<file path="src/rtl/res_st_unit_if.sv">
// Reservation station shared types and handshake bundle.
// Ports: write bus, CDB broadcast, issue valid/ready, flush, status.
package res_st_pkg;
  localparam int RES_ST_ADDR_WIDTH = 3;
  localparam int RES_ST_OP_WIDTH = 4;
  localparam int ROB_ADDR_WIDTH = 4;

  typedef logic [RES_ST_ADDR_WIDTH-1:0] res_st_addr_t;
  typedef logic [ROB_ADDR_WIDTH-1:0] rob_addr_t;

  typedef struct packed {
    logic [RES_ST_OP_WIDTH-1:0] op;
    res_st_addr_t qj;
    res_st_addr_t qk;
    logic [31:0] vj;
    logic [31:0] vk;
    rob_addr_t rob_addr;
    logic [31:0] a;
    logic busy;
  } res_st_cell_t;
endpackage

interface res_st_unit_if import res_st_pkg::*; ();
  logic res_st_wr_en_in;
  res_st_addr_t res_st_wr_addr_in;
  res_st_cell_t res_st_data_in;
  logic cdb_valid_in;
  res_st_addr_t cdb_tag_in;
  logic [31:0] cdb_data_in;
  logic issue_ready_in;
  logic issue_valid_out;
  logic [RES_ST_OP_WIDTH-1:0] issue_op_out;
  logic [31:0] issue_vj_out;
  logic [31:0] issue_vk_out;
  logic [31:0] issue_a_out;
  rob_addr_t issue_rob_addr_out;
  res_st_addr_t issue_tag_out;
  logic flush_in;
  logic full_out;
  logic [RES_ST_ADDR_WIDTH:0] count_out;
  logic wr_err_out;

  modport master (
    output res_st_wr_en_in, res_st_wr_addr_in, res_st_data_in,
    output cdb_valid_in, cdb_tag_in, cdb_data_in,
    output issue_ready_in, flush_in,
    input issue_valid_out, issue_op_out, issue_vj_out, issue_vk_out,
    input issue_a_out, issue_rob_addr_out, issue_tag_out,
    input full_out, count_out, wr_err_out
  );

  modport slave (
    input res_st_wr_en_in, res_st_wr_addr_in, res_st_data_in,
    input cdb_valid_in, cdb_tag_in, cdb_data_in,
    input issue_ready_in, flush_in,
    output issue_valid_out, issue_op_out, issue_vj_out, issue_vk_out,
    output issue_a_out, issue_rob_addr_out, issue_tag_out,
    output full_out, count_out, wr_err_out
  );
endinterface

</file>
<file path="src/rtl/res_st_unit.sv">
// Reservation station: entry writes, CDB wakeup, fixed-priority issue.
// Ports: clk, rst (async high), bus (res_st_unit_if.slave).
module res_st_unit import res_st_pkg::*; #(
  parameter int RES_ST_DEPTH = 2 ** RES_ST_ADDR_WIDTH
) (
  input logic clk,
  input logic rst,
  res_st_unit_if.slave bus
);
  localparam int D = RES_ST_DEPTH;

  res_st_cell_t ent [D];
  logic [D-1:0] iss;
  logic [D-1:0] busy_v;

  logic iv;
  logic [RES_ST_OP_WIDTH-1:0] iop;
  logic [31:0] ivj, ivk, ia;
  rob_addr_t irob;
  res_st_addr_t itag;
  logic err;

  logic hs, load, acc, sel_ok;
  res_st_addr_t sel;
  res_st_cell_t wcell;
  logic [RES_ST_ADDR_WIDTH:0] cnt;

  always_comb begin
    for (int i = 0; i < D; i++) busy_v[i] = ent[i].busy;
  end

  always_comb begin
    cnt = '0;
    for (int i = 0; i < D; i++)
      cnt += (RES_ST_ADDR_WIDTH+1)'(busy_v[i]);
  end

  // Descending scan so the lowest eligible index wins.
  always_comb begin
    sel_ok = 1'b0;
    sel = '0;
    for (int i = D - 1; i >= 1; i--) begin
      if (ent[i].busy && ent[i].qj == '0 &&
          ent[i].qk == '0 && !iss[i]) begin
        sel_ok = 1'b1;
        sel = RES_ST_ADDR_WIDTH'(i);
      end
    end
  end

  assign hs = iv && bus.issue_ready_in;
  assign load = !iv || hs;
  assign acc = bus.res_st_wr_en_in &&
               bus.res_st_wr_addr_in != '0 &&
               int'(bus.res_st_wr_addr_in) < D &&
               !busy_v[bus.res_st_wr_addr_in];

  // Incoming payload picks up a same-cycle broadcast.
  always_comb begin
    wcell = bus.res_st_data_in;
    wcell.busy = 1'b1;
    if (bus.cdb_valid_in && bus.cdb_tag_in != '0) begin
      if (wcell.qj == bus.cdb_tag_in) begin
        wcell.vj = bus.cdb_data_in;
        wcell.qj = '0;
      end
      if (wcell.qk == bus.cdb_tag_in) begin
        wcell.vk = bus.cdb_data_in;
        wcell.qk = '0;
      end
    end
  end

  always_ff @(posedge clk or posedge rst) begin
    if (rst) begin
      for (int i = 0; i < D; i++) ent[i] <= '0;
      iss <= '0;
      iv <= 1'b0;
      iop <= '0;
      ivj <= '0;
      ivk <= '0;
      ia <= '0;
      irob <= '0;
      itag <= '0;
      err <= 1'b0;
    end else if (bus.flush_in) begin
      for (int i = 0; i < D; i++) ent[i].busy <= 1'b0;
      iss <= '0;
      iv <= 1'b0;
      err <= 1'b0;
    end else begin
      err <= bus.res_st_wr_en_in && !acc;
      if (bus.cdb_valid_in && bus.cdb_tag_in != '0) begin
        for (int i = 1; i < D; i++) begin
          if (ent[i].busy && ent[i].qj == bus.cdb_tag_in) begin
            ent[i].vj <= bus.cdb_data_in;
            ent[i].qj <= '0;
          end
          if (ent[i].busy && ent[i].qk == bus.cdb_tag_in) begin
            ent[i].vk <= bus.cdb_data_in;
            ent[i].qk <= '0;
          end
        end
      end
      if (hs) begin
        ent[itag].busy <= 1'b0;
        iss[itag] <= 1'b0;
      end
      if (load) begin
        iv <= sel_ok;
        if (sel_ok) begin
          iop <= ent[sel].op;
          ivj <= ent[sel].vj;
          ivk <= ent[sel].vk;
          ia <= ent[sel].a;
          irob <= ent[sel].rob_addr;
          itag <= sel;
          iss[sel] <= 1'b1;
        end
      end
      if (acc) ent[bus.res_st_wr_addr_in] <= wcell;
    end
  end

  assign bus.issue_valid_out = iv;
  assign bus.issue_op_out = iop;
  assign bus.issue_vj_out = ivj;
  assign bus.issue_vk_out = ivk;
  assign bus.issue_a_out = ia;
  assign bus.issue_rob_addr_out = irob;
  assign bus.issue_tag_out = itag;
  assign bus.full_out = &busy_v[D-1:1];
  assign bus.count_out = cnt;
  assign bus.wr_err_out = err;
endmodule
</file>
<file path="src/flat_wrapper.sv">
// flat-port wrapper written by rule: the top's interface ports become plain ports
module res_st_unit_flat import res_st_pkg::*;
#(
  parameter int RES_ST_DEPTH = 2 ** RES_ST_ADDR_WIDTH
)
  (clk, rst, bus_res_st_wr_en_in, bus_res_st_wr_addr_in, bus_res_st_data_in, bus_cdb_valid_in, bus_cdb_tag_in, bus_cdb_data_in, bus_issue_ready_in, bus_flush_in, bus_issue_valid_out, bus_issue_op_out, bus_issue_vj_out, bus_issue_vk_out, bus_issue_a_out, bus_issue_rob_addr_out, bus_issue_tag_out, bus_full_out, bus_count_out, bus_wr_err_out);
  res_st_unit_if bus_i ();
  input logic clk;
  input logic rst;
  input wire logic [$bits(bus_i.res_st_wr_en_in)-1:0] bus_res_st_wr_en_in;
  input wire logic [$bits(bus_i.res_st_wr_addr_in)-1:0] bus_res_st_wr_addr_in;
  input wire logic [$bits(bus_i.res_st_data_in)-1:0] bus_res_st_data_in;
  input wire logic [$bits(bus_i.cdb_valid_in)-1:0] bus_cdb_valid_in;
  input wire logic [$bits(bus_i.cdb_tag_in)-1:0] bus_cdb_tag_in;
  input wire logic [$bits(bus_i.cdb_data_in)-1:0] bus_cdb_data_in;
  input wire logic [$bits(bus_i.issue_ready_in)-1:0] bus_issue_ready_in;
  input wire logic [$bits(bus_i.flush_in)-1:0] bus_flush_in;
  output wire logic [$bits(bus_i.issue_valid_out)-1:0] bus_issue_valid_out;
  output wire logic [$bits(bus_i.issue_op_out)-1:0] bus_issue_op_out;
  output wire logic [$bits(bus_i.issue_vj_out)-1:0] bus_issue_vj_out;
  output wire logic [$bits(bus_i.issue_vk_out)-1:0] bus_issue_vk_out;
  output wire logic [$bits(bus_i.issue_a_out)-1:0] bus_issue_a_out;
  output wire logic [$bits(bus_i.issue_rob_addr_out)-1:0] bus_issue_rob_addr_out;
  output wire logic [$bits(bus_i.issue_tag_out)-1:0] bus_issue_tag_out;
  output wire logic [$bits(bus_i.full_out)-1:0] bus_full_out;
  output wire logic [$bits(bus_i.count_out)-1:0] bus_count_out;
  output wire logic [$bits(bus_i.wr_err_out)-1:0] bus_wr_err_out;
  assign bus_i.res_st_wr_en_in = bus_res_st_wr_en_in;
  assign bus_i.res_st_wr_addr_in = bus_res_st_wr_addr_in;
  assign bus_i.res_st_data_in = bus_res_st_data_in;
  assign bus_i.cdb_valid_in = bus_cdb_valid_in;
  assign bus_i.cdb_tag_in = bus_cdb_tag_in;
  assign bus_i.cdb_data_in = bus_cdb_data_in;
  assign bus_i.issue_ready_in = bus_issue_ready_in;
  assign bus_i.flush_in = bus_flush_in;
  assign bus_issue_valid_out = bus_i.issue_valid_out;
  assign bus_issue_op_out = bus_i.issue_op_out;
  assign bus_issue_vj_out = bus_i.issue_vj_out;
  assign bus_issue_vk_out = bus_i.issue_vk_out;
  assign bus_issue_a_out = bus_i.issue_a_out;
  assign bus_issue_rob_addr_out = bus_i.issue_rob_addr_out;
  assign bus_issue_tag_out = bus_i.issue_tag_out;
  assign bus_full_out = bus_i.full_out;
  assign bus_count_out = bus_i.count_out;
  assign bus_wr_err_out = bus_i.wr_err_out;
  res_st_unit #(.RES_ST_DEPTH(RES_ST_DEPTH)) u_core (.clk(clk), .rst(rst), .bus(bus_i));
endmodule
</file>
<file path="config.mk">
export PLATFORM = sky130hd
export DESIGN_NAME = res_st_unit_flat
export DESIGN_NICKNAME = d
export VERILOG_FILES = /design/src/rtl/res_st_unit_if.sv /design/src/rtl/res_st_unit.sv /design/src/flat_wrapper.sv
export SDC_FILE = /design/constraint.sdc
export NUM_CORES = 2
export LEC_CHECK = 0
export ABC_CLOCK_PERIOD_IN_PS = 68000
export BUFFER_PORTS_ARGS = -buffer_cell sky130_fd_sc_hd__clkbuf_2
export CAP_MARGIN = 10
export CORE_UTILIZATION = 55
export CTS_BUF_LIST = sky130_fd_sc_hd__clkbuf_4 sky130_fd_sc_hd__clkbuf_8
export CTS_CLUSTER_SIZE = 25
export DETAILED_ROUTE_END_ITERATION = 8
export GPL_ROUTABILITY_DRIVEN = 0
export PLACE_DENSITY = 0.73
export SYNTH_ARGS = -nofsm -noshare
export SYNTH_HDL_FRONTEND = slang
export SYNTH_SLANG_ARGS = --single-unit
</file>
<file path="constraint.sdc">
create_clock -name clk -period 68 [get_ports clk]
set_input_delay 10.2 -clock clk [delete_from_list [all_inputs] [get_ports clk]]
set_output_delay 10.2 -clock clk [all_outputs]
set_load 0.005 [all_outputs]
</file>
After elaboration in Yosys (flattened, before gate mapping)
Cells that the tools add are included.
W data, S select, Z words.

storage, ports and cells
  input port bits = 155
  register bits after elaboration = 1,005
  output and inout port bits = 114

operators by class
  equality and inequality tests = 16
  muxes and demuxes = 95
  $lt $le $gt $ge = 10
  add/subtract/negate cells = 7
  bitwise operators = 7
  reductions and logical operators = 74

operators by type and width
  kind                  count
  $mux W888             3
  $bwmux W888           2
  $mux W70              15
  $demux W111 S3        2
  $mux W32              16
  $bmux W111 S3         1
  $mux W111             3
  $mux W3               23
  $eq A3 B3 Y1          16
  $logic_and A1 B1 Y1   44
  $logic_not A3 Y1      14
  $mux W8               5
  $add A4 B1 Y4         6
  $mux W1               22
  $ge A4 B4 Y1 const B  3
  $lt A3 B4 Y1 const B  3
  $not A3 Y4            3
  $logic_not A1 Y1      10
  $and A8 B8 Y8         1
  $lt A4 B1 Y1 const B  2
  $not A8 Y8            1
  $or A8 B8 Y8          1
  $reduce_and A7 Y1     1
  $demux W1 S3          2
  other kinds (8)       10

Logic depth before layout (Yosys ltp)
  depth after elaboration = 19
  depth in mapped cells = 11
  mapped depth without buffers = 9

Worst setup path before layout
No wires, ideal clock.

  kind = flip-flop to output port
  start = register u_core.ent (netlist bit u_core.busy_v[1])
  end = output port bus_count_out[1]
  data arrival time = 2,576 ps
  cell stages (with the launch flop) = 10
  setup slack = 55,224 ps
  cell sequence = dfrtp_1 -> ha_1 -> inv_1 -> fa_1 -> fa_1 -> inv_1 -> fa_1 -> inv_1 -> fa_1 -> inv_1

between the ends
  longest elaborated chain between the ends = 7

RTL lines
  element                           line                text
  start: declaration                res_st_unit.sv:12   res_st_cell_t ent [D];
  start signal: indexed assignment  res_st_unit.sv:121  if (acc) ent[bus.res_st_wr_addr_in] <= wcell;
  $add A1 B1 Y2                     res_st_unit.sv:35   cnt += (RES_ST_ADDR_WIDTH+1)'(busy_v[i]);
  $add A4 B1 Y4 (6 in a row)        res_st_unit.sv:35
  end: declaration                  flat_wrapper.sv:26  output wire logic [$bits(bus_i.count_out)-1:0] bus_count_out;

Every way passes these cells.

Worst setup path after layout
  start = register u_core.ent (netlist bit u_core.busy_v[1])
  end = output port bus_count_out[2]

Same word-level chain as after synthesis.

==> results.json <==
{
  "postCtsHoldBufs": 0,
  "ys_warn_count": 0,
  "syn_nets": 4274,
  "cp_data_arrival_time_ns": 3.78,
  "synth_top_area_share_pct": 55.2,
  "synth-async-reset-ratio_pct": 100,
  "grt_pass1_wl_um": 223000,
  "setup_tns_ns": 0,
  "switchingPower_uw": 475,
  "synth_edf_count": 0,
  "num_io_pins": 269,
  "synth_most_common_cell": "dfrtp_1",
  "outcome": "finished with violations",
  "dp_hpwl_um": 79900,
  "pwr-share-seq_pct": 49.7,
  "vdd.ir_drop.worst_uv": 19.9,
  "cts.sinks": 998,
  "synth_common_cells": "dfrtp_1, nor2_1, a21oi_1",
  "wl_um": 148000,
  "worst_setup_path_end_kind": "output pin",
  "slew_violations": 0,
  "period_needed_ns": 13.98,
  "final_area_sq_um": 49900,
  "p_per_area_nw_per_um2": 33.4,
  "drive_gt1_share_pct": 23.1,
  "critPathTopFamily": "adder cells",
  "synth_top_area_cell": "dfrtp_1",
  "clockRootBuffer": "clkbuf_8",
  "start_kind": "flip-flop",
  "critical_path_peak_fanout": 6,
  "dr.pass1.iters": 9,
  "floorplan.rows": 104,
  "cap_violations": 0,
  "die_area_sq_um": 83400,
  "ys_seq_area_share_pct": 55.2,
  "setup_violations": 0,
  "worstSkewPairLatency_ns": 0.82,
  "r2r-start": "u_core.busy_v[1]",
  "cpPeakStageDelay_ns": 0.50,
  "critPathSlowestCell": "fa_1",
  "ant_nets": 0,
  "rsz0062_at_grt": "no",
  "n_fill_cell": 6532,
  "tightest_slew_ns": 1.31,
  "hold_class": "reg -> reg",
  "reg2regPathDepth": 9,
  "initial_core_util_pct": 55.9,
  "path_class": "reg -> out",
  "syn_area_sq_um": 45200,
  "routed-via-count": 36208,
  "die_h_um": 289,
  "crit_top_cell": "fa_1",
  "p_clk_share_pct": 33.3,
  "routedWlPerCell_um": 27.9,
  "cts_tree": "done",
  "cp_num_cells": 10,
  "first_global_vias": 36248,
  "max-slew-margin-rel_pct": 12.2,
  "synthFlopType": "dfrtp_1",
  "fmax_mhz": 71.6,
  "clockBufferDepth": 3,
  "core_area_sq_um": 80900,
  "cts_setup_buffers": 0,
  "finalHoldViolCount": 0,
  "syn_to_final_growth_pct": 10.3,
  "die_width_um": 289,
  "io_buffers": 267,
  "period_share_pct": 20.6,
  "cp_num_buf_inv": 4,
  "crit_end": "bus_count_out[2]",
  "r2r-end": "u_core.bus.issue_vk_out[18]",
  "hp-start": "u_core.ent[856]",
  "switching_share_pct": 28.5,
  "synth.distinct_cells": 65,
  "ys_top_cells_by_area": "dfrtp_1, mux2_2, a21oi_1",
  "ys_ff_latch": 998,
  "rrSetupSlack_ns": 64.00,
  "grt_max_degree": 169,
  "htreeDepth": 4,
  "finalNetCount": 4263,
  "cts_made_buffers": 165,
  "p_leak_nw": 22.1,
  "clk_pin_slew_worst_paths_ns": 0.06,
  "synth_area_per_cell_sq_um": 11.0,
  "cts_resized": 0,
  "placed_cell_area_sq_um": 46400,
  "synth_cells": 4112,
  "track_usage_pct": 35.4,
  "crit_start": "u_core.busy_v[1]",
  "path_cells": "ha_1 -> inv_1 -> fa_1 -> fa_1 -> inv_1 -> fa_1 -> inv_1 -> fa_1 -> xnor2_1 -> clkbuf_2",
  "skew_ns": 0.0540,
  "overflow": 0,
  "routed_via_density": 6.85,
  "required_ns": 57.80,
  "drtIter0Drc": 5108,
  "violations": "DRC",
  "drc": 16,
  "comb_power_share_pct": 17.0,
  "antenna_found_initial": 8,
  "p_int_mw": 1.19
}
logic make-up after synthesis:
family | Yosys count | share of synthesized area, %
AO/OA/AOI/OAI | 1350 | 22.1
buffers and inverters | 615 | 5.90
multiplexers | 343 | 8.39
AND/OR/NAND/NOR | 750 | 7.22
XOR/XNOR | 49 | 0.949
flip-flops | 998 | 55.2
adder cells (fa/ha/maj) | 7 | 0.260
metrics by stage:
| stage | worst slack [ns] | hold WS (ns) | instances | total power, mW | utilization [%] |
|---|---|---|---|---|---|
| after floorplan | 29.72 | 0.430 | 4112 | 1.01 | - |
| after global placement | 54.30 | 0.365 | 4994 | 1.10 | 57.4 |
| after detailed placement | 54.28 | 0.366 | 4994 | 1.12 | 57.4 |
| after CTS | 54.00 | 0.379 | 5281 | 1.67 | 61.6 |
| after global routing | 53.85 | 0.382 | 5286 | 1.74 | 61.6 |
| final | 54.02 | 0.375 | 5286 | 1.67 | 61.6 |
metal layers:
metal	GRT usage, %	part of all wire, %
met4	17.6	4.6
met3	7.64	11
met5	0	0.023
met2	54.9	46
met1	47.2	39
final cells by class:
type	instances	area [sq um]	area share, %
tap	1060	1330	2.66
timing repair buffer	341	1940	3.89
clock buffer	259	3200	6.42
sequential	998	25000	50.1
inverter	96	368	0.737
multi-input combinational	2499	17800	35.7
antenna	5	12.5	0.0251
clock inverter	28	259	0.519
registers in the layout, summed over array words and instances, names as in the netlist, 3 cells and up:
name                           count
u_core.bus.issue_op_out            4
u_core.bus.issue_vj_out           32
u_core.iss                         7
u_core.bus.issue_tag_out           3
u_core.bus.issue_a_out            32
u_core.busy_v                      8
u_core.bus.issue_vk_out           32
u_core.ent                       874
u_core.bus.issue_rob_addr_out      4
worst min path at each step:
stage                            endpoint  slack [ns]  depth (start not counted)
after floorplan           u_core.ent[780]        0.43                          1
after global placement    u_core.ent[780]        0.37                          0
after detailed placement  u_core.ent[804]        0.37                          0
after CTS                 u_core.ent[856]        0.38                          0
after global routing      u_core.ent[819]        0.38                          0
final                     u_core.ent[856]        0.37                          0
layout by cell type (no fill, tap or decap), drive strengths merged, types with 44 or more instances in the layout:
cell type,netlist,layout
inv,96,101
a22o,63,63
mux2i,62,62
clkbuf,338,525
a221o,97,97
a222oi,165,165
o22a,148,148
o22ai,198,198
a22oi,118,118
nor3,44,44
a31oi,65,65
dfrtp,998,998
a211oi,44,44
nand2,239,239
a21oi,348,348
xor2,48,48
buf,181,75
nor2,348,348
mux2,280,280
power groups by stage:
stage | Clock (mW) | Combinational (mW) | Sequential (mW)
global placement | 0 | 0.273 | 0.830
detailed placement | 0 | 0.283 | 0.836
finish | 0.555 | 0.283 | 0.829
global route | 0.587 | 0.313 | 0.843
floorplan | 0 | 0.197 | 0.814
CTS | 0.559 | 0.284 | 0.826
(Power assumes the default switching activity.)
